`config.mk`:
```
export PLATFORM = sky130hd
export DESIGN_NAME = knn_topk_vote
export DESIGN_NICKNAME = d
export VERILOG_FILES = /design/src/rtl/knn_topk_vote.sv
export SDC_FILE = /design/constraint.sdc
export NUM_CORES = 1
export LEC_CHECK = 0
export CORE_ASPECT_RATIO = 0.5
export CORE_UTILIZATION = 63
export CTS_BUF_LIST = sky130_fd_sc_hd__clkbuf_4
export DETAILED_ROUTE_END_ITERATION = 7
export PLACE_DENSITY = 0.82
export REMOVE_ABC_BUFFERS = 1
export SKIP_CTS_REPAIR_TIMING = 1
export SLEW_MARGIN = 5
export SYNTH_ARGS = -nofsm -noshare
export SYNTH_HDL_FRONTEND = slang
export SYNTH_SLANG_ARGS = --single-unit
```
`constraint.sdc`:
```
create_clock -name clk -period 4.1 [get_ports clk]
set_input_delay 1.23 -clock clk [delete_from_list [all_inputs] [get_ports clk]]
set_output_delay 1.23 -clock clk [all_outputs]
set_load 0.02 [all_outputs]
```
`src/rtl/knn_topk_vote.sv`:
```
// knn_topk_vote: keeps the K nearest (distance, label) samples of a query in a
// sorted register list, then runs a majority vote and reports the winning class.
module knn_topk_vote #(
  parameter int DIST_W  = 64,
  parameter int LABEL_W = 2,
  parameter int NCLASS  = 4,
  parameter int K       = 4
) (
  input  logic                     clk,
  input  logic                     rst,
  input  logic                     start,
  input  logic                     in_valid,
  output logic                     in_ready,
  input  logic [DIST_W-1:0]        in_dist,
  input  logic [LABEL_W-1:0]       in_label,
  input  logic                     in_last,
  output logic                     out_valid,
  input  logic                     out_ready,
  output logic [LABEL_W-1:0]       out_label,
  output logic [$clog2(K+1)-1:0]   out_votes,
  output logic                     busy
);

  localparam int VW   = $clog2(K + 1);
  localparam int NMAX = (K > NCLASS) ? K : NCLASS;
  localparam int IW   = (NMAX > 1) ? $clog2(NMAX) : 1;

  typedef enum logic [2:0] {IDLE, COLLECT, VOTE, ARGMAX, DONE} state_t;

  state_t state_reg, state_next;
  logic [IW-1:0] idx_reg;

  // Sorted neighbour list; valid entries always form a prefix, smallest first
  logic [K-1:0]       valid_reg;
  logic [DIST_W-1:0]  dist_reg  [K];
  logic [LABEL_W-1:0] label_reg [K];

  logic [VW-1:0]      cnt_reg [NCLASS];
  logic [LABEL_W-1:0] best_label_reg, out_label_reg;
  logic [VW-1:0]      best_votes_reg, out_votes_reg;

  logic accept, start_go, idx_last_vote, idx_last_class;
  logic [K-1:0] ins_here, take_new;

  assign accept         = in_valid && (state_reg == COLLECT);
  assign start_go       = start && (state_reg == IDLE);
  assign idx_last_vote  = (idx_reg == IW'(K - 1));
  assign idx_last_class = (idx_reg == IW'(NCLASS - 1));

  // Parallel compare: a slot is at or behind the insertion point when it is
  // empty or holds a strictly larger distance (equal distances stay ahead).
  // Because the list is sorted this vector is thermometer-shaped, so the
  // insertion point is its lowest set bit.
  generate
    for (genvar gi = 0; gi < K; gi++) begin : g_cmp
      assign ins_here[gi] = !valid_reg[gi] || (dist_reg[gi] > in_dist);
      if (gi == 0) begin : g_first
        assign take_new[gi] = ins_here[gi];
      end else begin : g_rest
        assign take_new[gi] = ins_here[gi] && !ins_here[gi-1];
      end
    end
  endgenerate

  // State register
  always_ff @(posedge clk or negedge rst) begin
    if (!rst) state_reg <= IDLE;
    else      state_reg <= state_next;
  end

  // Next-state logic
  always_comb begin
    state_next = state_reg;
    case (state_reg)
      IDLE:    if (start)                state_next = COLLECT;
      COLLECT: if (in_valid && in_last)  state_next = VOTE;
      VOTE:    if (idx_last_vote)        state_next = ARGMAX;
      ARGMAX:  if (idx_last_class)       state_next = DONE;
      DONE:    if (out_ready)            state_next = IDLE;
      default:                           state_next = IDLE;
    endcase
  end

  // Output decode
  always_comb begin
    in_ready  = (state_reg == COLLECT);
    out_valid = (state_reg == DONE);
    busy      = (state_reg != IDLE);
    out_label = out_label_reg;
    out_votes = out_votes_reg;
  end

  // Scan index for VOTE and ARGMAX; restarts at 0 on every state change
  always_ff @(posedge clk or negedge rst) begin
    if (!rst)                          idx_reg <= '0;
    else if (state_next != state_reg)  idx_reg <= '0;
    else if (state_reg == VOTE || state_reg == ARGMAX) idx_reg <= idx_reg + 1'b1;
  end

  // Sorted insertion: new sample lands at the insertion point, entries behind
  // it move down one slot, slot K-1 falls off. No insertion point = discard.
  always_ff @(posedge clk or negedge rst) begin
    if (!rst) begin
      valid_reg <= '0;
      for (int i = 0; i < K; i++) begin
        dist_reg[i]  <= '0;
        label_reg[i] <= '0;
      end
    end else if (start_go) begin
      valid_reg <= '0;
    end else if (accept) begin
      for (int i = 0; i < K; i++) begin
        if (take_new[i]) begin
          valid_reg[i] <= 1'b1;
          dist_reg[i]  <= in_dist;
          label_reg[i] <= in_label;
        end else if (ins_here[i]) begin
          valid_reg[i] <= valid_reg[(i == 0) ? 0 : i - 1];
          dist_reg[i]  <= dist_reg[(i == 0) ? 0 : i - 1];
          label_reg[i] <= label_reg[(i == 0) ? 0 : i - 1];
        end
      end
    end
  end

  // Entry and counter selected by the scan index
  logic               vote_valid;
  logic [LABEL_W-1:0] vote_label;
  logic [VW-1:0]      scan_cnt;
  always_comb begin
    vote_valid = 1'b0;
    vote_label = '0;
    scan_cnt   = '0;
    for (int i = 0; i < K; i++) begin
      if (idx_reg == IW'(i)) begin
        vote_valid = valid_reg[i];
        vote_label = label_reg[i];
      end
    end
    for (int c = 0; c < NCLASS; c++) begin
      if (idx_reg == IW'(c)) scan_cnt = cnt_reg[c];
    end
  end

  // Vote counters; a label >= NCLASS matches no counter and so casts no vote
  always_ff @(posedge clk or negedge rst) begin
    if (!rst) begin
      for (int c = 0; c < NCLASS; c++) cnt_reg[c] <= '0;
    end else if (start_go) begin
      for (int c = 0; c < NCLASS; c++) cnt_reg[c] <= '0;
    end else if (state_reg == VOTE && vote_valid) begin
      for (int c = 0; c < NCLASS; c++) begin
        if ({1'b0, vote_label} == (LABEL_W + 1)'(c)) cnt_reg[c] <= cnt_reg[c] + 1'b1;
      end
    end
  end

  // Argmax: strictly-greater replacement keeps ties on the lowest label
  logic               better;
  logic [LABEL_W-1:0] cand_label;
  logic [VW-1:0]      cand_votes;
  assign better     = scan_cnt > best_votes_reg;
  assign cand_label = better ? LABEL_W'(idx_reg) : best_label_reg;
  assign cand_votes = better ? scan_cnt : best_votes_reg;

  // Running best during ARGMAX; the visible result is latched on the last class
  always_ff @(posedge clk or negedge rst) begin
    if (!rst) begin
      best_label_reg <= '0;
      best_votes_reg <= '0;
      out_label_reg  <= '0;
      out_votes_reg  <= '0;
    end else if (state_reg == VOTE) begin
      best_label_reg <= '0;
      best_votes_reg <= '0;
    end else if (state_reg == ARGMAX) begin
      best_label_reg <= cand_label;
      best_votes_reg <= cand_votes;
      if (idx_last_class) begin
        out_label_reg <= cand_label;
        out_votes_reg <= cand_votes;
      end
    end
  end

endmodule

```
# Word-level counts from Yosys, hierarchy flattened

Cells that the tools add are included.

Output and inout port bits: 8
Logic and storage cells: 149
Input port bits: 72
Flip-flop bits (word level): 295

Add/sub/neg operators: 5
Reduce and logical (&&, ||, !) cells: 51
Bitwise operators: 2
Equal/unequal tests: 11
Muxes and demuxes: 53
Order comparisons: 5

Operator list:

| operator              | number |
|---|---|
| $mux W64              | 6 |
| $gt A64 B64 Y1        | 4 |
| $mux W3               | 16 |
| $mux W2               | 15 |
| $mux W12              | 2 |
| $reduce_bool A2 Y1    | 12 |
| $reduce_and A2 Y1     | 8 |
| $pmux W3 S5           | 1 |
| $reduce_and A3 Y1     | 5 |
| $add A3 B1 Y3 const B | 4 |
| $reduce_bool A3 Y1    | 4 |
| $mux W1               | 11 |
| $eq A2 B2 Y1 const B  | 4 |
| $mux W4               | 2 |
| $logic_and A1 B1 Y1   | 7 |
| $logic_not A1 Y1      | 7 |
| $eq A3 B2 Y1 const B  | 2 |
| $logic_or A1 B1 Y1    | 5 |
| $eq A2 B1 Y1 const B  | 2 |
| $logic_not A2 Y1      | 2 |
| $eq A3 B1 Y1 const B  | 1 |
| $eq A3 B3 Y1 const B  | 1 |
| $gt A3 B3 Y1          | 1 |
| $logic_not A3 Y1      | 1 |
| 3 further kinds       | 4 |

# Logic depth before layout (Yosys ltp)

Depth in word-level cells: 9
Gate-level depth with buffers: 17
Mapped depth without buffers: 16

# Least setup slack after synthesis

OpenSTA, ideal clock, no wires.

Kind: input -> register
Start: input port in_dist[41]
End: register dist_reg[116] (netlist name)
Setup time: 0.137 ns
Buffers on the path: 2
Required time: 3.963 ns
Arrival time: 3.787 ns
Slack: 0.176 ns
Cell stages on the path: 12
Cell sequence: inv_1 ha_1 nand4_1 or4_1 or4_1 nor4_1 a211o_2 nor2_2 buf_6 buf_6 mux2i_1 a21oi_1

Longest elaborated chain between the ends: 6
Elaborated cells between the ends (all ways): 9
Those cells by class: order compare: 2; mux: 1; reduce/logical: 6

Ends and longest elaborated chain:

| element                        | line | RTL |
|---|---|---|
| start: declaration             | 14   | `input logic [DIST_W-1:0] in_dist,` |
| $gt A64 B64 Y1                 | 56   | `assign ins_here[gi] = !valid_reg[gi] \|\| (dist_reg[gi] > in_dist);` |
| $logic_or A1 B1 Y1             | 56   |  |
| $logic_not A1 Y1               | 60   | `assign take_new[gi] = ins_here[gi] && !ins_here[gi-1];` |
| $logic_and A1 B1 Y1            | 60   |  |
| $reduce_bool A2 Y1 (no line)   | -    |  |
| $reduce_and A3 Y1 (no line)    | -    |  |
| end signal: indexed assignment | 115  | `dist_reg[i] <= in_dist;` |
| end signal: indexed assignment | 119  | `dist_reg[i] <= dist_reg[(i == 0) ? 0 : i - 1];` |
| end: declaration               | 35   | `logic [DIST_W-1:0] dist_reg [K];` |

Several ways; a longest one is shown, not always the timed one.
A chain may end at the register's enable or synchronous reset.

# Worst setup path after layout

Start: input port in_dist[61]
End: register dist_reg[4] (netlist name)

Same word-level chain as after synthesis.

==> results list <==
- The run finished, with violations left.
- The checks that failed: negative setup slack.
* Final design utilization: 80.30%
- In this run the cell area measured after placement is 22,390 um2.
- Net count of the finished layout: 2,641
- TritonCTS built the clock tree.
- The synthesized design contains 0 enable-type register cells.
* Overall global routing resource usage: 34.23%
- At the pin with the least slew margin, the transition time is 774.4 ps.
- Antenna violations before repair: 4
* Proportion of synthesized flip-flops having asynchronous set or reset: 100.0%
- The first global-routing pass estimated 85.62 mm of wire.
- In this run the tightest slew margin relative to its limit is 48.13%.
- Via count of the first global-routing pass: 17,070
* Latest clock arrival within the worst-skew pair: 790 ps
- For met1 alone, demand over resource in global routing was 44.49%.
- Number of cells produced by synthesis: 1,952
* Placeable core area: 29,400 um2
* Number of warnings reported in the yosys synthesis log: 0
* Weighted congestion reported at the end of routability-driven placement: 0.9601
- Min setup slack post-route: -46.62 ps
- Subtracting the final worst setup slack from the clock period gives 4147 ps.
- The worst hold path belongs to the class primary input to async pin.
- Among all flip-flop cells after synthesis, the most frequent one is sky130_fd_sc_hd__dfrtp_1.
- Input and output buffers added on the ports amount to 79.
* Full die area: 31,120 um2
- Setup slack after placement: -863.1 ps
- Number of fillers in the final layout: 1,699
- The clock arrives with 50.50 ps of skew.
* Total negative slack: -115.9 ps
* Clock transition at the registers of the reported paths: 70 ps
- For the worst setup path, the data required time is 4750 ps.
- DR vias/cell: 6.284
* Initial standard-cell utilization of the core: 65.09%
- Critical path endpoint category: flip-flop
* Met3 Usage GRT: 9.244%
* Average cell area after synthesis: 9.803 um2
- Summed over all layers, the global routing overflow is 0.
* CP Launch Type: primary input
* Chip Height: 125.2 um
- Wire length per cell: 20.49 um
- CTS buffer count: 70
- Via total after detailed routing: 17,260
- After detailed routing, the total wire length is 56.28 mm.
- Final non-filler cell total: 2,747
* First-pass iteration count of the detailed router: 8
- The post-route netlist has 20.27% of its cells at a drive strength greater than 1.
- Power spread over the standard cell area amounts to 752.9 nW/um2.
- The clock passes through at most 3 buffers.
- Maximum vdd ir drop: 0.0004588 V
- For this block, the initial DRC count from the detailed router was 1,600.
- Leakage power of the design: 11.62 nW
- Area occupied by multi-input gates: 11,170 um2
- Count of placed standard cells including taps: 2,606
* Max reg flops: 256
- For the worst setup path, the data arrival time is 4800 ps.
- Global-route met2 utilization: 54.97%
* Chip Width: 248.5 um
* Number of max-cap violations: 0
- Portion of the post-synthesis area used by sequential elements: 38.58%
- Worst Path Max Fanout: 32
- Max Clock Freq: 241.2 MHz
- In this run the core area contains 44 standard-cell rows.
* Non-Filler Cell Area, Final: 23,610 um2
* Hold Vio Cnt, Final: 0
- Footprint of the flip-flops and latches: 7382 um2
* Slew Viols, Final: 0
* Worst setup path category: primary input to flip-flop
* I/O pins: 80
- The HPWL after detailed placement is 37.48 mm.
- Combined area of all synthesized cells: 19,130 um2
- Synth-to-Final Area Change: 23.38%
- The tree built by TritonCTS fans out to 295 sinks.
- Entering global routing, the biggest net connects 85 pins.
* Share of the cycle needed by the critical path after routing: 101.1%
- Peak-usage layer in the global routing report: met2
- # setup viols final: 9
* Root buf cell: sky130_fd_sc_hd__clkbuf_4
- Count of cell types in the netlist: 61
- Detail Route Antenna Nets: 0
- Count of state elements after synthesis: 295
* Number of H-tree levels: 3
- DRC viols: 0
-- layer usage --
metal  share of wire [%]  up-vias  routed length [um]
met4                 3.7        2                2072
met5               0.023        -                  13
met3                 9.4      207                5295
met1                  41     8368               23300
li1                    -     7868                   -
met2                  45      817               25600
-- final timing paths --
kind,startpoint,end,slack [ps],depth (start not counted)
min in group clk,out_votes[2],out_votes[2],480,2
max reg2reg,dist_reg[99],dist_reg[4],690,12
max,in_dist[61],dist_reg[4],-50,15
min,rst,dist_reg[224],430,1
min reg2reg,out_votes[2],out_votes[2],480,2
max in group asynchronous,rst,label_reg[3],2720,2
-- per-stage QoR --
| stage | hold WS [ps] | total power, mW |
|---|---|---|
| 2_1_floorplan | 472.6 | 11.34 |
| 3_3_place_gp | 463.7 | 14.00 |
| 3_5_place_dp | 469.9 | 14.53 |
| 4_1_cts | 476.2 | 17.06 |
| 5_1_grt | 483.4 | 18.93 |
| 6_report | 433.5 | 17.77 |
-- cell usage after synthesis, drive strengths merged, types with 11 or more instances --
master  count  area share (%)
nor4       11            0.36
a211oi     11            0.46
clkbuf     44            0.86
mux2i     204              11
nand3      21            0.55
ha        267              17
mux2       66             3.9
a21oi     307             8.0
nand4      54             1.8
o21ai      47             1.2
nor2b      16            0.52
a21o       25            0.98
a221oi     16            0.73
and4       11            0.50
buf        35             1.1
inv        88             1.7
nor3       14            0.45
nand2      88             1.7
nor2      244             4.8
dfrtp     295              39
-- kinds of logic (layout without fill, tap and decap cells) --
family	after synthesis	after routing	share of synthesized area (%)
fa+ha+maj	267	267	17.46
buf+inv	167	568	3.714
flops	295	295	38.58
xor+xnor	10	10	0.4577
other cells	0	3	0
compound gates	458	458	13.61
mux	270	270	14.56
simple gates	485	485	11.62
-- report_power, final --
| group | internal, mW | switching [mW] | total, mW |
|---|---|---|---|
| sequential | 4.31 | 1.24 | 5.55 |
| clock | 1.14 | 1.29 | 2.43 |
| combinational | 4.60 | 5.20 | 9.80 |
-- critical path, cell delays in order --
cell and delay (ps):
sky130_fd_sc_hd__clkdlybuf4s50_1 520, sky130_fd_sc_hd__inv_1 100, sky130_fd_sc_hd__buf_4 150, sky130_fd_sc_hd__ha_1 310
sky130_fd_sc_hd__nand4_1 210, sky130_fd_sc_hd__nor4_1 430, sky130_fd_sc_hd__buf_4 200, sky130_fd_sc_hd__nand4_1 150
sky130_fd_sc_hd__a31oi_2 300, sky130_fd_sc_hd__o31ai_2 110, sky130_fd_sc_hd__buf_4 160, sky130_fd_sc_hd__nand3_4 130
sky130_fd_sc_hd__buf_12 270, sky130_fd_sc_hd__mux2i_1 360, sky130_fd_sc_hd__a21oi_1 120
-- layout make-up --
cell class,instances,share of cell area (%)
sequential,295,31.27
clock inverter,21,0.3392
antenna,3,0.03180
multi-input combinational,1490,47.30
tap,391,2.072
inverter,88,1.399
timing repair buffer,357,14.34
clock buffer,102,3.244
-- cell usage in the layout, fill, tap and decap left out, types with 4 or more instances in the layout --
master and count:
sky130_fd_sc_hd__a21oi_1 305, sky130_fd_sc_hd__dfrtp_1 295, sky130_fd_sc_hd__ha_1 267, sky130_fd_sc_hd__nor2_1 242
sky130_fd_sc_hd__buf_4 238, sky130_fd_sc_hd__mux2i_1 203, sky130_fd_sc_hd__clkbuf_4 102, sky130_fd_sc_hd__inv_1 88
sky130_fd_sc_hd__nand2_1 88, sky130_fd_sc_hd__clkdlybuf4s50_1 75, sky130_fd_sc_hd__mux2_2 66, sky130_fd_sc_hd__nand4_1 54
sky130_fd_sc_hd__o21ai_0 47, sky130_fd_sc_hd__buf_12 30, sky130_fd_sc_hd__a21o_1 25, sky130_fd_sc_hd__nand3_1 20
sky130_fd_sc_hd__nor2b_1 16, sky130_fd_sc_hd__a221oi_1 16, sky130_fd_sc_hd__clkinv_1 16, sky130_fd_sc_hd__nor3_1 11
sky130_fd_sc_hd__and4_1 11, sky130_fd_sc_hd__a211oi_1 10, sky130_fd_sc_hd__nor4_1 8, sky130_fd_sc_hd__o211ai_1 7
sky130_fd_sc_hd__o22ai_1 6, sky130_fd_sc_hd__clkbuf_16 6, sky130_fd_sc_hd__xnor2_1 5, sky130_fd_sc_hd__o21a_1 5
sky130_fd_sc_hd__or4_1 5, sky130_fd_sc_hd__xor2_1 5, sky130_fd_sc_hd__a32o_1 4, sky130_fd_sc_hd__and3_1 4
sky130_fd_sc_hd__a31oi_1 4, sky130_fd_sc_hd__or3_1 4, sky130_fd_sc_hd__inv_2 4, sky130_fd_sc_hd__buf_6 4
Note: power is estimated with default switching activity, not from simulation.
